## config.mk

```make
export PLATFORM = sky130hd
export DESIGN_NAME = spi_flash_resp
export DESIGN_NICKNAME = d
export VERILOG_FILES = /design/src/rtl/spi_pkg.sv /design/src/rtl/spi_sync_edge.sv /design/src/rtl/spi_flash_resp.sv
export SDC_FILE = /design/constraint.sdc
export NUM_CORES = 1
export LEC_CHECK = 0
export BUFFER_PORTS_ARGS = -buffer_cell sky130_fd_sc_hd__clkbuf_2
export CAP_MARGIN = 20
export CORE_MARGIN = 1
export CORE_UTILIZATION = 67
export CTS_BUF_LIST = sky130_fd_sc_hd__clkbuf_4
export DETAILED_ROUTE_END_ITERATION = 10
export PLACE_DENSITY = 0.88
export SLEW_MARGIN = 20
export SYNTH_ARGS = -nofsm -noshare
export SYNTH_HDL_FRONTEND = slang
export SYNTH_SLANG_ARGS = --single-unit
export TNS_END_PERCENT = 1
```

## constraint.sdc

```tcl
create_clock -name clk -period 6.67 [get_ports clk]
set_clock_uncertainty 0.15 [all_clocks]
set_input_delay 0.667 -clock clk [delete_from_list [all_inputs] [get_ports clk]]
set_output_delay 0.667 -clock clk [all_outputs]
set_load 0.02 [all_outputs]
```

## src/rtl/spi_pkg.sv

```systemverilog
// Shared SPI flash definitions: FSM states and command opcodes.
// Also used by the flash controller side of the link.
package spi_pkg;

    typedef enum logic [2:0] {
        IDLE,
        CMD,
        ADDR,
        DATA,
        ID,
        IGNORE
    } spi_state_e;

    localparam logic [7:0] CMD_READ  = 8'h03;
    localparam logic [7:0] CMD_JEDEC = 8'h9F;

endpackage

```

## src/rtl/spi_sync_edge.sv

```systemverilog
// Synchronizes sclk/cs_n/mosi into clk and generates sclk and cs_n edge pulses.
module spi_sync_edge #(
    parameter int unsigned SYNC_STAGES = 2
) (
    input  logic clk,
    input  logic rst,
    input  logic sclk,
    input  logic cs_n,
    input  logic mosi,
    output logic sclk_rise,
    output logic sclk_fall,
    output logic cs_rise,
    output logic cs_fall,
    output logic cs_n_s,
    output logic mosi_s,
    output logic settled
);

    logic [SYNC_STAGES-1:0] sclk_sr, cs_sr, mosi_sr, settle_sr;
    logic                   sclk_prev, cs_prev, sclk_s;

    always_ff @(posedge clk or posedge rst) begin
        if (rst) begin
            sclk_sr   <= '0;
            cs_sr     <= '1;
            mosi_sr   <= '0;
            settle_sr <= '0;
            sclk_prev <= 1'b0;
            cs_prev   <= 1'b1;
        end else begin
            sclk_sr[0]   <= sclk;
            cs_sr[0]     <= cs_n;
            mosi_sr[0]   <= mosi;
            settle_sr[0] <= 1'b1;
            for (int unsigned i = 1; i < SYNC_STAGES; i++) begin
                sclk_sr[i]   <= sclk_sr[i-1];
                cs_sr[i]     <= cs_sr[i-1];
                mosi_sr[i]   <= mosi_sr[i-1];
                settle_sr[i] <= settle_sr[i-1];
            end
            sclk_prev <= sclk_s;
            cs_prev   <= cs_n_s;
        end
    end

    assign sclk_s  = sclk_sr[SYNC_STAGES-1];
    assign cs_n_s  = cs_sr[SYNC_STAGES-1];
    assign mosi_s  = mosi_sr[SYNC_STAGES-1];
    // settled marks the chains as holding real pin values rather than reset fill
    assign settled = settle_sr[SYNC_STAGES-1];

    assign sclk_rise = ~cs_n_s & sclk_s & ~sclk_prev;
    assign sclk_fall = ~cs_n_s & ~sclk_s & sclk_prev;
    assign cs_rise   = cs_n_s & ~cs_prev;
    assign cs_fall   = ~cs_n_s & cs_prev;

endmodule

```

## src/rtl/spi_flash_resp.sv

```systemverilog
// SPI mode-0 flash responder: READ (0x03) with one-byte prefetch and JEDEC ID (0x9F).
module spi_flash_resp
    import spi_pkg::*;
#(
    parameter logic [23:0] JEDEC_ID    = 24'hEF4016,
    parameter int unsigned SYNC_STAGES = 2
) (
    input  logic        clk,
    input  logic        rst,
    input  logic        sclk,
    input  logic        cs_n,
    input  logic        mosi,
    output logic        miso,
    output logic        miso_oe,
    output logic [23:0] mem_addr,
    output logic        mem_req,
    input  logic        mem_ack,
    input  logic [7:0]  mem_data,
    output logic        busy,
    output logic        underrun
);

    logic sclk_rise, sclk_fall, cs_rise, cs_fall, cs_n_s, mosi_s, settled;

    spi_sync_edge #(
        .SYNC_STAGES(SYNC_STAGES)
    ) u_sync (
        .clk      (clk),
        .rst      (rst),
        .sclk     (sclk),
        .cs_n     (cs_n),
        .mosi     (mosi),
        .sclk_rise(sclk_rise),
        .sclk_fall(sclk_fall),
        .cs_rise  (cs_rise),
        .cs_fall  (cs_fall),
        .cs_n_s   (cs_n_s),
        .mosi_s   (mosi_s),
        .settled  (settled)
    );

    spi_state_e  state_q, state_d;
    logic [4:0]  bit_cnt_q, bit_cnt_d;
    logic [23:0] rx_q, rx_d, rx_in;
    logic [31:0] tx_q, tx_d;
    logic [7:0]  buf_q, buf_d, byte_in;
    logic        buf_vld_q, buf_vld_d, have_byte;
    logic        miso_q, miso_d, oe_q, oe_d, req_q, req_d, under_q, under_d;
    logic [23:0] addr_q, addr_d;
    logic        busy_q, armed_q;

    assign rx_in     = {rx_q[22:0], mosi_s};
    assign have_byte = buf_vld_q | (req_q & mem_ack);
    assign byte_in   = buf_vld_q ? buf_q : mem_data;

    always_ff @(posedge clk or posedge rst) begin
        if (rst) begin
            state_q   <= IDLE;
            bit_cnt_q <= '0;
            rx_q      <= '0;
            tx_q      <= '1;
            buf_q     <= '0;
            buf_vld_q <= 1'b0;
            miso_q    <= 1'b1;
            oe_q      <= 1'b0;
            req_q     <= 1'b0;
            addr_q    <= '0;
            under_q   <= 1'b0;
            busy_q    <= 1'b0;
            armed_q   <= 1'b0;
        end else begin
            state_q   <= state_d;
            bit_cnt_q <= bit_cnt_d;
            rx_q      <= rx_d;
            tx_q      <= tx_d;
            buf_q     <= buf_d;
            buf_vld_q <= buf_vld_d;
            miso_q    <= miso_d;
            oe_q      <= oe_d;
            req_q     <= req_d;
            addr_q    <= addr_d;
            under_q   <= under_d;
            busy_q    <= ~cs_n_s;
            // a transaction cut by reset is ignored until cs_n is really seen high
            armed_q   <= armed_q | (settled & cs_n_s);
        end
    end

    always_comb begin
        state_d   = state_q;
        bit_cnt_d = bit_cnt_q;
        rx_d      = rx_q;
        tx_d      = tx_q;
        buf_d     = buf_q;
        buf_vld_d = buf_vld_q;
        miso_d    = miso_q;
        oe_d      = oe_q;
        req_d     = req_q;
        addr_d    = addr_q;
        under_d   = under_q;

        if (cs_rise) begin
            state_d   = IDLE;
            oe_d      = 1'b0;
            miso_d    = 1'b1;
            req_d     = 1'b0;
            buf_vld_d = 1'b0;
        end else begin
            unique case (state_q)
                IDLE: begin
                    if (cs_fall && armed_q) begin
                        state_d   = CMD;
                        bit_cnt_d = '0;
                        rx_d      = '0;
                        tx_d      = '1;
                        buf_vld_d = 1'b0;
                    end
                end
                CMD: begin
                    if (sclk_rise) begin
                        rx_d      = rx_in;
                        bit_cnt_d = bit_cnt_q + 5'd1;
                        if (bit_cnt_q == 5'd7) begin
                            bit_cnt_d = '0;
                            if (rx_in[7:0] == CMD_READ) begin
                                state_d = ADDR;
                            end else if (rx_in[7:0] == CMD_JEDEC) begin
                                state_d = ID;
                                tx_d    = {JEDEC_ID, 8'hFF};
                            end else begin
                                state_d = IGNORE;
                            end
                        end
                    end
                end
                ADDR: begin
                    if (sclk_rise) begin
                        rx_d      = rx_in;
                        bit_cnt_d = bit_cnt_q + 5'd1;
                        if (bit_cnt_q == 5'd23) begin
                            bit_cnt_d = '0;
                            addr_d    = rx_in;
                            req_d     = 1'b1;
                            state_d   = DATA;
                        end
                    end
                end
                DATA: begin
                    if (req_q && mem_ack) begin
                        req_d     = 1'b0;
                        buf_d     = mem_data;
                        buf_vld_d = 1'b1;
                    end
                    if (sclk_fall) begin
                        oe_d      = 1'b1;
                        bit_cnt_d = {2'b00, bit_cnt_q[2:0] + 3'd1};
                        if (bit_cnt_q[2:0] == 3'd0) begin
                            if (have_byte) begin
                                miso_d    = byte_in[7];
                                tx_d      = {byte_in[6:0], 25'h1FFFFFF};
                                buf_vld_d = 1'b0;
                                req_d     = 1'b1;
                                addr_d    = addr_q + 24'd1;
                            end else begin
                                // fetch still outstanding: pad with FF, keep the request
                                miso_d  = 1'b1;
                                tx_d    = '1;
                                under_d = 1'b1;
                            end
                        end else begin
                            miso_d = tx_q[31];
                            tx_d   = {tx_q[30:0], 1'b1};
                        end
                    end
                end
                ID: begin
                    if (sclk_fall) begin
                        oe_d   = 1'b1;
                        miso_d = tx_q[31];
                        tx_d   = {tx_q[30:0], 1'b1};
                    end
                end
                IGNORE: begin
                end
                default: state_d = IDLE;
            endcase
        end
    end

    assign miso     = oe_q ? miso_q : 1'b1;
    assign miso_oe  = oe_q;
    assign mem_req  = req_q;
    assign mem_addr = addr_q;
    assign busy     = busy_q;
    assign underrun = under_q;

endmodule

```

==> qor.yml <==
mostFrequentLayoutCell: "nand2_1"
maxCapViolCount: 0
p_leak_nw: 2.39
drc: 0
post_dp_cell_area_um2: 5390
die_area_um2: 8060
antenna_found_initial: 0
grt_max_degree: 85
synth_cell_types: 63
io_pins: 43
synth_seq_cells: 104
syn_inst: 543
place_congestion: 0.846
cp_slowest_cell: "dfrtp_1"
fin_area_um2: 5520
post_cts_resized: 0
ctsHtreeMaxLevel: 3
cpPeakStageDelay_ps: 780
nets: 588
worst_pin_slew_ps: 971
mostFrequentLayoutCells: "nand2_1, dfrtp_1, a21oi_1, nand3_1, clkbuf_2"
startpoint_type: "flop"
peakVddDrop_uv: 186
root_buffer: "clkbuf_4"
relSlewSlack_pct: 35.0
rows: 31
fin_crit_sh_pct: 50.1
end_kind: "flop"
die_w_um: 89.8
preCtsSetupSlack_ps: 3440
wirelength_um: 11400
grt_overflow_total: 0
setup_viol: 0
synthArstFlopShare_pct: 100
clk_latency_ps: 470
timing.setup.tns_ps: 0
path_class: "reg -> reg"
cts_tree: "built"
post_cts_buffers: 0
fmaxAchievable_mhz: 299
via_count: 4300
grt_pass1_vias: 4020
hpwl_um: 7790
postSynthNetCount: 560
yosys_most_used_dff: "dfrtp_1"
area_growth_pct: 7.03
worst_ep_arrival_time_ps: 3580
die_h_um: 89.8
status: "completed"
hold_viol: 0
hp-class: "in -> reg"
path_cells: "nand3b_1 -> nor4_1 -> a31o_2 -> o21ai_0 -> a22oi_1"
grt_use_total_pct: 30.0
initialDrtViolationCount: 317
wl_per_cell_um: 16.9
power_density_nw_per_um2: 221
coreArea_um2: 7330
yosys_warnings: 0
clkSinkCount: 104
ys_seq_area_share_pct: 51.1
path_max_fanout: 39
slew_viol_final: 0
grt_pass1_wl_um: 19400
firstDrtPassIters: 5
cts_buffers: 9
fin_ws_ps: 3330
viasPerCell: 6.37
cts.path.max_buffers: 2
period_needed_ps: 3340
drive_above_1_share_pct: 21.2
synth_area_um2: 5160
start_util_pct: 70.4
ant_nets: 0
antenna_cells_inserted: 0
cp_data_required_time_ps: 6900
numPortBuffers: 42
rsz0062_at_grt: "no"
synth_area_per_cell_um2: 9.50
clkTransAtPathRegs_ps: 160
synth_enable_flop_cells: 0
power breakdown:
part / total [mW] / switching [mW] / internal [mW] / leakage [nW]
Sequential: 0.737 / 0.0359 / 0.701 / 1.32
Clock: 0.302 / 0.220 / 0.0817 / 0.0720
Combinational: 0.185 / 0.111 / 0.0741 / 1.00
final cells by class:
type / count / area, µm²
tap: 99 / 124
fill: 493 / 1810
sequential: 104 / 2640
multi-input combinational: 396 / 2330
clock buffer: 9 / 67.6
clock inverter: 7 / 52.6
timing repair buffer: 48 / 262
inverter: 12 / 47.5
synthesized netlist by cell type (4+ instances only):
master | n | area, µm²
buf_2 | 11 | 55.1
o22ai_1 | 25 | 156
dfstp_2 | 28 | 736
or3_1 | 8 | 50.1
mux2i_1 | 5 | 50.1
o21ai_0 | 30 | 150
nand2b_1 | 5 | 31.3
mux2_2 | 15 | 169
o22a_1 | 7 | 61.3
o31ai_1 | 4 | 30.0
dfrtp_1 | 76 | 1900
clkbuf_1 | 14 | 52.6
a2bb2oi_1 | 11 | 96.3
nand4_1 | 4 | 25.0
nand2_1 | 81 | 304
nand3_1 | 44 | 220
inv_1 | 11 | 41.3
nor3_1 | 14 | 70.1
a21oi_1 | 55 | 275
a21o_1 | 4 | 30.0
nor2_1 | 25 | 93.8
per-layer routing:
layer	part of all wire [%]	track usage [%]	up-vias
met4	2.3	12.8	0
met5	0	0	-
li1	-	-	2030
met3	5.3	5.41	24
met2	47	45.2	157
met1	45	43.0	2089
timing repair:
action | 4_1_cts | 5_1_grt
hold buffers | 1 | 0
hold endpoints to repair | 20 | 0
setup endpoints to repair | 0 | 0
metrics by stage:
stage | power, mW | cells | hold WS (ps) | util, %
2_1_floorplan | 0.885 | 543 | 181 | -
3_3_place_gp | 0.917 | 658 | 182 | 73.5
3_5_place_dp | 0.929 | 658 | 187 | 73.5
4_1_cts | 1.22 | 675 | 96.9 | 75.3
5_1_grt | 1.28 | 675 | 74.4 | 75.4
6_report | 1.22 | 675 | 111 | 75.4
logic make-up (layout without fill, tap and decap cells):
| logic type | after synthesis | after routing | synth area share (%) |
|---|---|---|---|
| multiplexers | 20 | 20 | 4.24 |
| adder cells (fa/ha/maj) | 4 | 4 | 0.946 |
| other | 1 | 1 | 0.0727 |
| buffers and inverters | 43 | 76 | 3.68 |
| AND/OR/NAND/NOR | 210 | 210 | 19.9 |
| flip-flops | 104 | 104 | 51.1 |
| XOR/XNOR | 2 | 2 | 0.339 |
| AO/OA/AOI/OAI | 159 | 159 | 19.7 |
critical path, delay by kind of cell (launching register included):
family	cells	cell delay [ps]
AOI/OAI and AO/OA	3	1050
DFF	1	780
and+or+nand+nor	2	1270
worst paths after layout:
kind / from / end / slack (ps) / cells after the start
worst max-delay path: state_q[1] / mem_addr[15] / 3330 / 5
worst min-delay path: cs_n / u_sync.cs_sr[0] / 110 / 1
worst max register to register: state_q[1] / mem_addr[15] / 3330 / 5
worst min register to register: u_sync.sclk_sr[0] / u_sync.sclk_sr[1] / 220 / 0
max in group asynchronous: rst / miso_oe / 4850 / 4
min in group asynchronous: rst / mem_addr[23] / 520 / 3
registers in the layout, summed over array words and instances (netlist names), 2 cells and up:
register	count
bit_cnt_q	5
buf_q	8
mem_addr	24
rx_q	23
state_q	3
tx_q	24
u_sync.cs_sr	2
u_sync.mosi_sr	2
u_sync.sclk_sr	2
u_sync.settle_sr	2
Power figures use the tool's default switching activity.
